[config.mk]
export PLATFORM = sky130hd
export DESIGN_NAME = fetch_unit_flat
export DESIGN_NICKNAME = d
export VERILOG_FILES = /design/src/rtl/fetch_unit_pkg.sv /design/src/rtl/fetch_unit_if.sv /design/src/rtl/fetch_target_add.sv /design/src/rtl/fetch_unit.sv /design/src/flat_wrapper.sv
export SDC_FILE = /design/constraint.sdc
export NUM_CORES = 1
export LEC_CHECK = 0
export ABC_CLOCK_PERIOD_IN_PS = 8300
export BUFFER_PORTS_ARGS = -buffer_cell sky130_fd_sc_hd__clkbuf_2
export CAP_MARGIN = 10
export CORE_UTILIZATION = 57
export CTS_CLUSTER_DIAMETER = 50
export DETAILED_ROUTE_END_ITERATION = 10
export PLACE_DENSITY = 0.86
export SLEW_MARGIN = 20
export SYNTH_ARGS = -nofsm -noshare
export SYNTH_HDL_FRONTEND = slang
export SYNTH_SLANG_ARGS = --single-unit
[constraint.sdc]
create_clock -name clk -period 8.3 [get_ports clk]
set_input_delay 0.415 -clock clk [delete_from_list [all_inputs] [get_ports clk]]
set_output_delay 0.415 -clock clk [all_outputs]
set_load 0.05 [all_outputs]
[src/rtl/fetch_unit_pkg.sv]
// Shared processor constants and types for the fetch stage.
// Decode and the instruction-memory model import the same widths from here.
package fetch_unit_pkg;

  localparam int              ADDR_W   = 16;
  localparam int              INSTR_W  = 16;
  localparam int              OFFSET_W = 8;
  localparam logic [ADDR_W-1:0] RESET_PC = 16'h0000;

  typedef enum logic [1:0] {
    ST_IDLE  = 2'd0,
    ST_REQ   = 2'd1,
    ST_HOLD  = 2'd2,
    ST_DRAIN = 2'd3
  } fetch_state_e;

endpackage

[src/rtl/fetch_unit_if.sv]
// Fetch-stage bus: instruction-memory request/response, decode handshake
// and the redirect (taken jump) channel.
interface fetch_unit_if #(
  parameter int ADDR_W   = fetch_unit_pkg::ADDR_W,
  parameter int INSTR_W  = fetch_unit_pkg::INSTR_W,
  parameter int OFFSET_W = fetch_unit_pkg::OFFSET_W
);

  logic                imem_req;
  logic [ADDR_W-1:0]   imem_addr;
  logic                imem_ack;
  logic [INSTR_W-1:0]  imem_rdata;

  logic [INSTR_W-1:0]  instr;
  logic [ADDR_W-1:0]   instr_pc;
  logic                instr_valid;
  logic                instr_ready;

  logic                redirect;
  logic [ADDR_W-1:0]   redirect_pc;
  logic [OFFSET_W-1:0] redirect_offset;

  // Fetch unit side.
  modport master (
    output imem_req, imem_addr, instr, instr_pc, instr_valid,
    input  imem_ack, imem_rdata, instr_ready, redirect, redirect_pc, redirect_offset
  );

  // Memory / decode / branch-unit side.
  modport slave (
    input  imem_req, imem_addr, instr, instr_pc, instr_valid,
    output imem_ack, imem_rdata, instr_ready, redirect, redirect_pc, redirect_offset
  );

endinterface

[src/rtl/fetch_target_add.sv]
// Combinational address adder: base + sign-extended 8-bit offset, wrapping
// modulo 2^ADDR_W. Serves both PC+1 and redirect target computation.
module fetch_target_add #(
  parameter int ADDR_W   = fetch_unit_pkg::ADDR_W,
  parameter int OFFSET_W = fetch_unit_pkg::OFFSET_W
) (
  input  logic [ADDR_W-1:0]   base,
  input  logic [OFFSET_W-1:0] offset,
  output logic [ADDR_W-1:0]   sum
);

  logic [ADDR_W-1:0] offset_ext;

  // Sign-extend the offset and add; the carry out is dropped so the sum wraps.
  always_comb begin
    offset_ext = {{(ADDR_W-OFFSET_W){offset[OFFSET_W-1]}}, offset};
    sum        = base + offset_ext;
  end

endmodule

[src/rtl/fetch_unit.sv]
// Instruction fetch unit: one outstanding memory request at a time, a
// single-entry instruction holding register towards decode, and redirect
// handling that drains an in-flight request before issuing the target.
module fetch_unit #(
  parameter int                ADDR_W   = fetch_unit_pkg::ADDR_W,
  parameter int                INSTR_W  = fetch_unit_pkg::INSTR_W,
  parameter logic [ADDR_W-1:0] RESET_PC = fetch_unit_pkg::RESET_PC
) (
  input  logic         clk,
  input  logic         reset,
  input  logic         start,
  output logic         busy,
  fetch_unit_if.master bus
);

  import fetch_unit_pkg::*;

  fetch_state_e          state, state_d;
  logic [ADDR_W-1:0]     pc, pc_d;
  logic [ADDR_W-1:0]     req_addr, req_addr_d;
  logic [INSTR_W-1:0]    instr_q;
  logic [ADDR_W-1:0]     instr_pc_q;
  logic                  instr_valid_q;

  logic [ADDR_W-1:0]     add_base, add_sum;
  logic [OFFSET_W-1:0]   add_off;

  logic                  redirect_en;
  logic                  capture;
  logic                  release_instr;

  // State register.
  always_ff @(posedge clk) begin
    // NOTE: sequential state uses non-blocking assignments so every register
    // in the design updates from the same pre-edge values.
    if (reset) state <= ST_IDLE;
    else       state <= state_d;
  end

  // Next-state logic.
  always_comb begin
    // NOTE: default assignment first so no path through the case leaves
    // state_d unassigned, which would infer a latch.
    state_d = state;
    case (state)
      ST_IDLE:  if (start) state_d = ST_REQ;
      ST_REQ: begin
        if (bus.redirect)      state_d = bus.imem_ack ? ST_REQ : ST_DRAIN;
        else if (bus.imem_ack) state_d = ST_HOLD;
      end
      ST_HOLD:  if (bus.redirect || (instr_valid_q && bus.instr_ready)) state_d = ST_REQ;
      ST_DRAIN: if (bus.imem_ack) state_d = ST_REQ;
      default:  state_d = ST_IDLE;
    endcase
  end

  // State-decoded outputs and datapath strobes.
  always_comb begin
    bus.imem_req  = (state == ST_REQ) || (state == ST_DRAIN);
    busy          = (state != ST_IDLE);
    redirect_en   = bus.redirect && (state != ST_IDLE);
    capture       = (state == ST_REQ) && bus.imem_ack && !bus.redirect;
    release_instr = (state == ST_HOLD) && (bus.redirect || (instr_valid_q && bus.instr_ready));
  end

  // Shared adder operand select: redirect target wins, otherwise PC+1.
  always_comb begin
    add_base = pc;
    add_off  = OFFSET_W'(1);
    if (redirect_en) begin
      add_base = bus.redirect_pc;
      add_off  = bus.redirect_offset;
    end
  end

  fetch_target_add #(
    .ADDR_W   (ADDR_W),
    .OFFSET_W (OFFSET_W)
  ) u_target_add (
    .base   (add_base),
    .offset (add_off),
    .sum    (add_sum)
  );

  // Next PC and request address. The request address is frozen while a
  // redirected request drains so the memory sees a stable address; otherwise
  // it follows the PC so REQ always issues the current PC.
  always_comb begin
    pc_d = pc;
    if (redirect_en || capture) pc_d = add_sum;
    req_addr_d = (state_d == ST_DRAIN) ? req_addr : pc_d;
  end

  // PC, request address and the instruction holding register.
  always_ff @(posedge clk) begin
    if (reset) begin
      pc            <= RESET_PC;
      req_addr      <= RESET_PC;
      instr_q       <= '0;
      instr_pc_q    <= '0;
      instr_valid_q <= 1'b0;
    end else begin
      pc       <= pc_d;
      req_addr <= req_addr_d;
      if (capture) begin
        instr_q       <= bus.imem_rdata;
        instr_pc_q    <= pc;
        instr_valid_q <= 1'b1;
      end else if (release_instr) begin
        instr_valid_q <= 1'b0;
      end
    end
  end

  // Registered values onto the bus.
  always_comb begin
    bus.imem_addr   = req_addr;
    bus.instr       = instr_q;
    bus.instr_pc    = instr_pc_q;
    bus.instr_valid = instr_valid_q;
  end

endmodule

[src/flat_wrapper.sv]
// flat-port wrapper written by rule: the top's interface ports become plain ports
module fetch_unit_flat import fetch_unit_pkg::*;
#(
  parameter int                ADDR_W   = fetch_unit_pkg::ADDR_W,
  parameter int                INSTR_W  = fetch_unit_pkg::INSTR_W,
  parameter logic [ADDR_W-1:0] RESET_PC = fetch_unit_pkg::RESET_PC
)
  (clk, reset, start, busy, bus_imem_req, bus_imem_addr, bus_instr, bus_instr_pc, bus_instr_valid, bus_imem_ack, bus_imem_rdata, bus_instr_ready, bus_redirect, bus_redirect_pc, bus_redirect_offset);
  fetch_unit_if #(.ADDR_W(ADDR_W), .INSTR_W(INSTR_W)) bus_i ();
  input  logic clk;
  input  logic reset;
  input  logic start;
  output logic busy;
  output wire logic [$bits(bus_i.imem_req)-1:0] bus_imem_req;
  output wire logic [$bits(bus_i.imem_addr)-1:0] bus_imem_addr;
  output wire logic [$bits(bus_i.instr)-1:0] bus_instr;
  output wire logic [$bits(bus_i.instr_pc)-1:0] bus_instr_pc;
  output wire logic [$bits(bus_i.instr_valid)-1:0] bus_instr_valid;
  input wire logic [$bits(bus_i.imem_ack)-1:0] bus_imem_ack;
  input wire logic [$bits(bus_i.imem_rdata)-1:0] bus_imem_rdata;
  input wire logic [$bits(bus_i.instr_ready)-1:0] bus_instr_ready;
  input wire logic [$bits(bus_i.redirect)-1:0] bus_redirect;
  input wire logic [$bits(bus_i.redirect_pc)-1:0] bus_redirect_pc;
  input wire logic [$bits(bus_i.redirect_offset)-1:0] bus_redirect_offset;
  assign bus_imem_req = bus_i.imem_req;
  assign bus_imem_addr = bus_i.imem_addr;
  assign bus_instr = bus_i.instr;
  assign bus_instr_pc = bus_i.instr_pc;
  assign bus_instr_valid = bus_i.instr_valid;
  assign bus_i.imem_ack = bus_imem_ack;
  assign bus_i.imem_rdata = bus_imem_rdata;
  assign bus_i.instr_ready = bus_instr_ready;
  assign bus_i.redirect = bus_redirect;
  assign bus_i.redirect_pc = bus_redirect_pc;
  assign bus_i.redirect_offset = bus_redirect_offset;
  fetch_unit #(.ADDR_W(ADDR_W), .INSTR_W(INSTR_W), .RESET_PC(RESET_PC)) u_core (.clk(clk), .reset(reset), .start(start), .busy(busy), .bus(bus_i));
endmodule
==> impl_metrics.toml <==
[placed_design]
dp_hpwl_mm = 6.335
detailedPlace.worstSlack_ns = 4.837
port_buffers = 96
place_inst = 598
gp_congestion = 0.9532

[die]
die_x_um = 81.37
die_area_um2 = 6621
die_h_um = 81.37
core_um2 = 5991
ios = 97
start_util = 0.5994
rows = 28

[min_path]
hp-class = "in -> reg"
min_from = "bus_imem_rdata[10]"

[grt]
grt_max_degree = 69
grt_overflow = 0
antenna_found_initial = 0
grt_pass1_wl_mm = 14.03
grt_util_all_layers = 0.2776
grt_pass1_vias = 3188

[critical_path]
path_cells = "o21a_4 -> nand2b_1 -> ha_1 -> fa_1 -> a211oi_1 -> o21ai_0 -> o2111ai_2 -> nand3b_4 -> a2111oi_2 -> a31oi_1 -> a311oi_1"
cp.buffers_inverters = 0
path_max_fanout = 30
end_kind = "flip-flop"
r2r_start = "u_core.state[0]"
start_kind = "flip-flop"
path_class = "reg -> reg"
worstSetupStartpoint = "u_core.state[0]"
path_delay_family = "compound AO/OA/AOI/OAI gates"
critPathMaxStageDelay_ns = 0.53
slowest_stage = "dfxtp_1"
worstPathArrival_ns = 3.71
cp.required_ns = 8.54

[drt]
via_per_inst = 5.726
drt_iter0_drc = 234
ant_nets = 0
wirelength_mm = 8.849
wl_met1_mm = 3.746
met3_length_um = 711
top_layer = "met4"
first_pass_iters = 6
drc = 0
vias = 3510
routed-wl-met2_mm = 4.237
routedWlPerCell_um = 14.44

[clock_tree]
cts_sinks = 67
clkTransAtPathRegs_ns = 0.07
clk_path_buf_depth = 2
cts.repair.resized = 0
numCtsBuffers = 9
clock_latency_ns = 0.33
cts_tree = "yes"
cts_setup_buffers = 0
cts_htree_levels = 3
root_buffer = "clkbuf_8"
cts_hold_buf = 0

[power]
clock_power_share = 0.318
power.switching_w = 0.0002676
p_seq_frac = 0.438
swShare = 0.3294
p_int_w = 0.0005449
powerDensity_nw_per_um2 = 191.6
power_leakage_nw = 1.885
irDropWorstVdd_mv = 0.1253
power_w = 0.0008125
pwr-share-comb = 0.244

[finish]
antenna_cells = 0
final_cells = 613
nNetsFinal = 593
drive_above_1_share = 0.2491
area_delta_synth_final_pct = 18.12

[logic_synthesis]
ys_warn_count = 0
yosysSeqAreaShare = 0.3735
synth_cell_types = 65
yosys.area.top_type_share = 0.3735
synth_top_cell_by_area = "dfxtp_1"
synth_fp_nets = 508
synth_area_leaders = "dfxtp_1 (37%), nand2_1 (11%), a21oi_1 (7.2%)"
synth_area_um2 = 3591
ys_ff_latch = 67
synth-edff-count = 0
async_flop_share = 0
avgSynthCellArea_um2 = 7.998
synthCells = 449
synth_ff_type = "dfxtp_1"

[timing]
finalSetupViolCount = 0
fmax_mhz = 288.2
rsz0062_at_grt = "no"
report.final.hold_viol_count = 0
maxSlewHeadroom = 0.5426
min_period_ns = 3.470
final_max_slew_viol_count = 0
fin_tns_setup_ns = 0
layout_setup_ws_ns = 4.830
fin_worst_skew_ns = 0.008040
period_share = 0.4181
worstMarginPinSlew_ns = 0.6861

[flow_run]
cap_violations = 0

[run_status]
outcome = "finished clean"
-- state kept, by name, indices dropped and copies added, names as in the netlist --
| name | flops |
|---|---|
| u_core.bus.instr_pc | 16 |
| u_core.bus.instr_valid | 1 |
| u_core.bus.imem_addr | 16 |
| u_core.state | 2 |
| u_core.bus.instr | 16 |
| u_core.pc | 16 |
-- Yosys cell counts (all sizes together), types with 2 or more instances --
library cell	instances
nand2b	6
and3	2
nor4	2
nand3	4
xor2	8
a2111oi	2
a21o	4
nand3b	2
nor3b	2
mux2	2
or2b	2
inv	2
nand2	108
o22ai	3
clkbuf	15
o21ai	16
nor2b	6
mux2i	13
o211ai	8
ha	12
or2	4
nor2	40
a211oi	12
dfxtp	67
a31oi	2
a21oi	52
o21a	6
o2111ai	2
buf	11
nor3	4
and2	8
xnor2	7
-- placed cells by master, fill, tap and decap left out, drive strengths merged, types with 4 or more instances in the layout --
master,count
a211oi,12
a21o,4
a21oi,52
and2,8
buf,4
clkbuf,107
dfxtp,67
ha,12
mux2i,13
nand2,108
nand2b,6
nand3,4
nor2,40
nor2b,6
nor3,4
o211ai,8
o21a,6
o21ai,16
or2,4
xnor2,7
xor2,8
-- cell families after synthesis --
| family | synth area share |
|---|---|
| AO/OA/AOI/OAI | 0.2160 |
| XOR/XNOR | 0.03868 |
| adder cells (fa/ha/maj) | 0.05017 |
| buffers and inverters | 0.04042 |
| flip-flops | 0.3735 |
| multiplexers | 0.04251 |
| AND/OR/NAND/NOR | 0.2387 |
-- layer usage --
metal	vias up	GRT usage
li1	1726	-
met1	1604	0.3368
met2	157	0.4667
met3	23	0.07191
met4	0	0.1054
met5	-	0
-- tightest hold or removal path, delay by kind of cell --
family	cells	cell delay, ns
compound gates	1	0.05
buf+inv	1	0.08
simple gates	1	0.04
-- power by group through the flow --
stage | registers (W) | clock network [W] | logic [W]
final | 0.000356 | 0.000258 | 0.000198
after CTS | 0.000356 | 0.000263 | 0.000197
after detailed placement | 0.000363 | 0 | 0.000195
after global routing | 0.000358 | 0.000276 | 0.000215
after global placement | 0.000362 | 0 | 0.000191
after floorplan | 0.000396 | 0 | 0.000114
-- metrics by stage --
stage / area, um2 / utilization / hold slack, ns
after CTS: 4242 / 0.7080 / 0.2823
after global placement: 4058 / 0.6773 / 0.4412
final: 4242 / 0.7080 / 0.2915
after global routing: 4242 / 0.7080 / 0.2859
after floorplan: 3591 / - / 0.4420
after detailed placement: 4058 / 0.6773 / 0.4462
-- area by class of cell --
cell class | count | area, um2
Fill cell | 483 | 1749
Tap cell | 75 | 93.84
Multi-Input combinational cell | 354 | 2105
Timing Repair Buffer | 100 | 510.5
Clock buffer | 11 | 131.4
Inverter | 2 | 7.507
Clock inverter | 4 | 52.55
Sequential cell | 67 | 1341
-- worst paths after layout --
kind / endpoint / slack (ns) / depth (start not counted)
hold reg to reg: u_core.bus.instr[10] / 0.45 / 2
setup reg to reg: u_core.bus.imem_addr[12] / 4.83 / 11
hold / removal: u_core.bus.instr[10] / 0.29 / 3
setup / recovery: u_core.bus.imem_addr[12] / 4.83 / 11
Power figures use the tool's default switching activity.
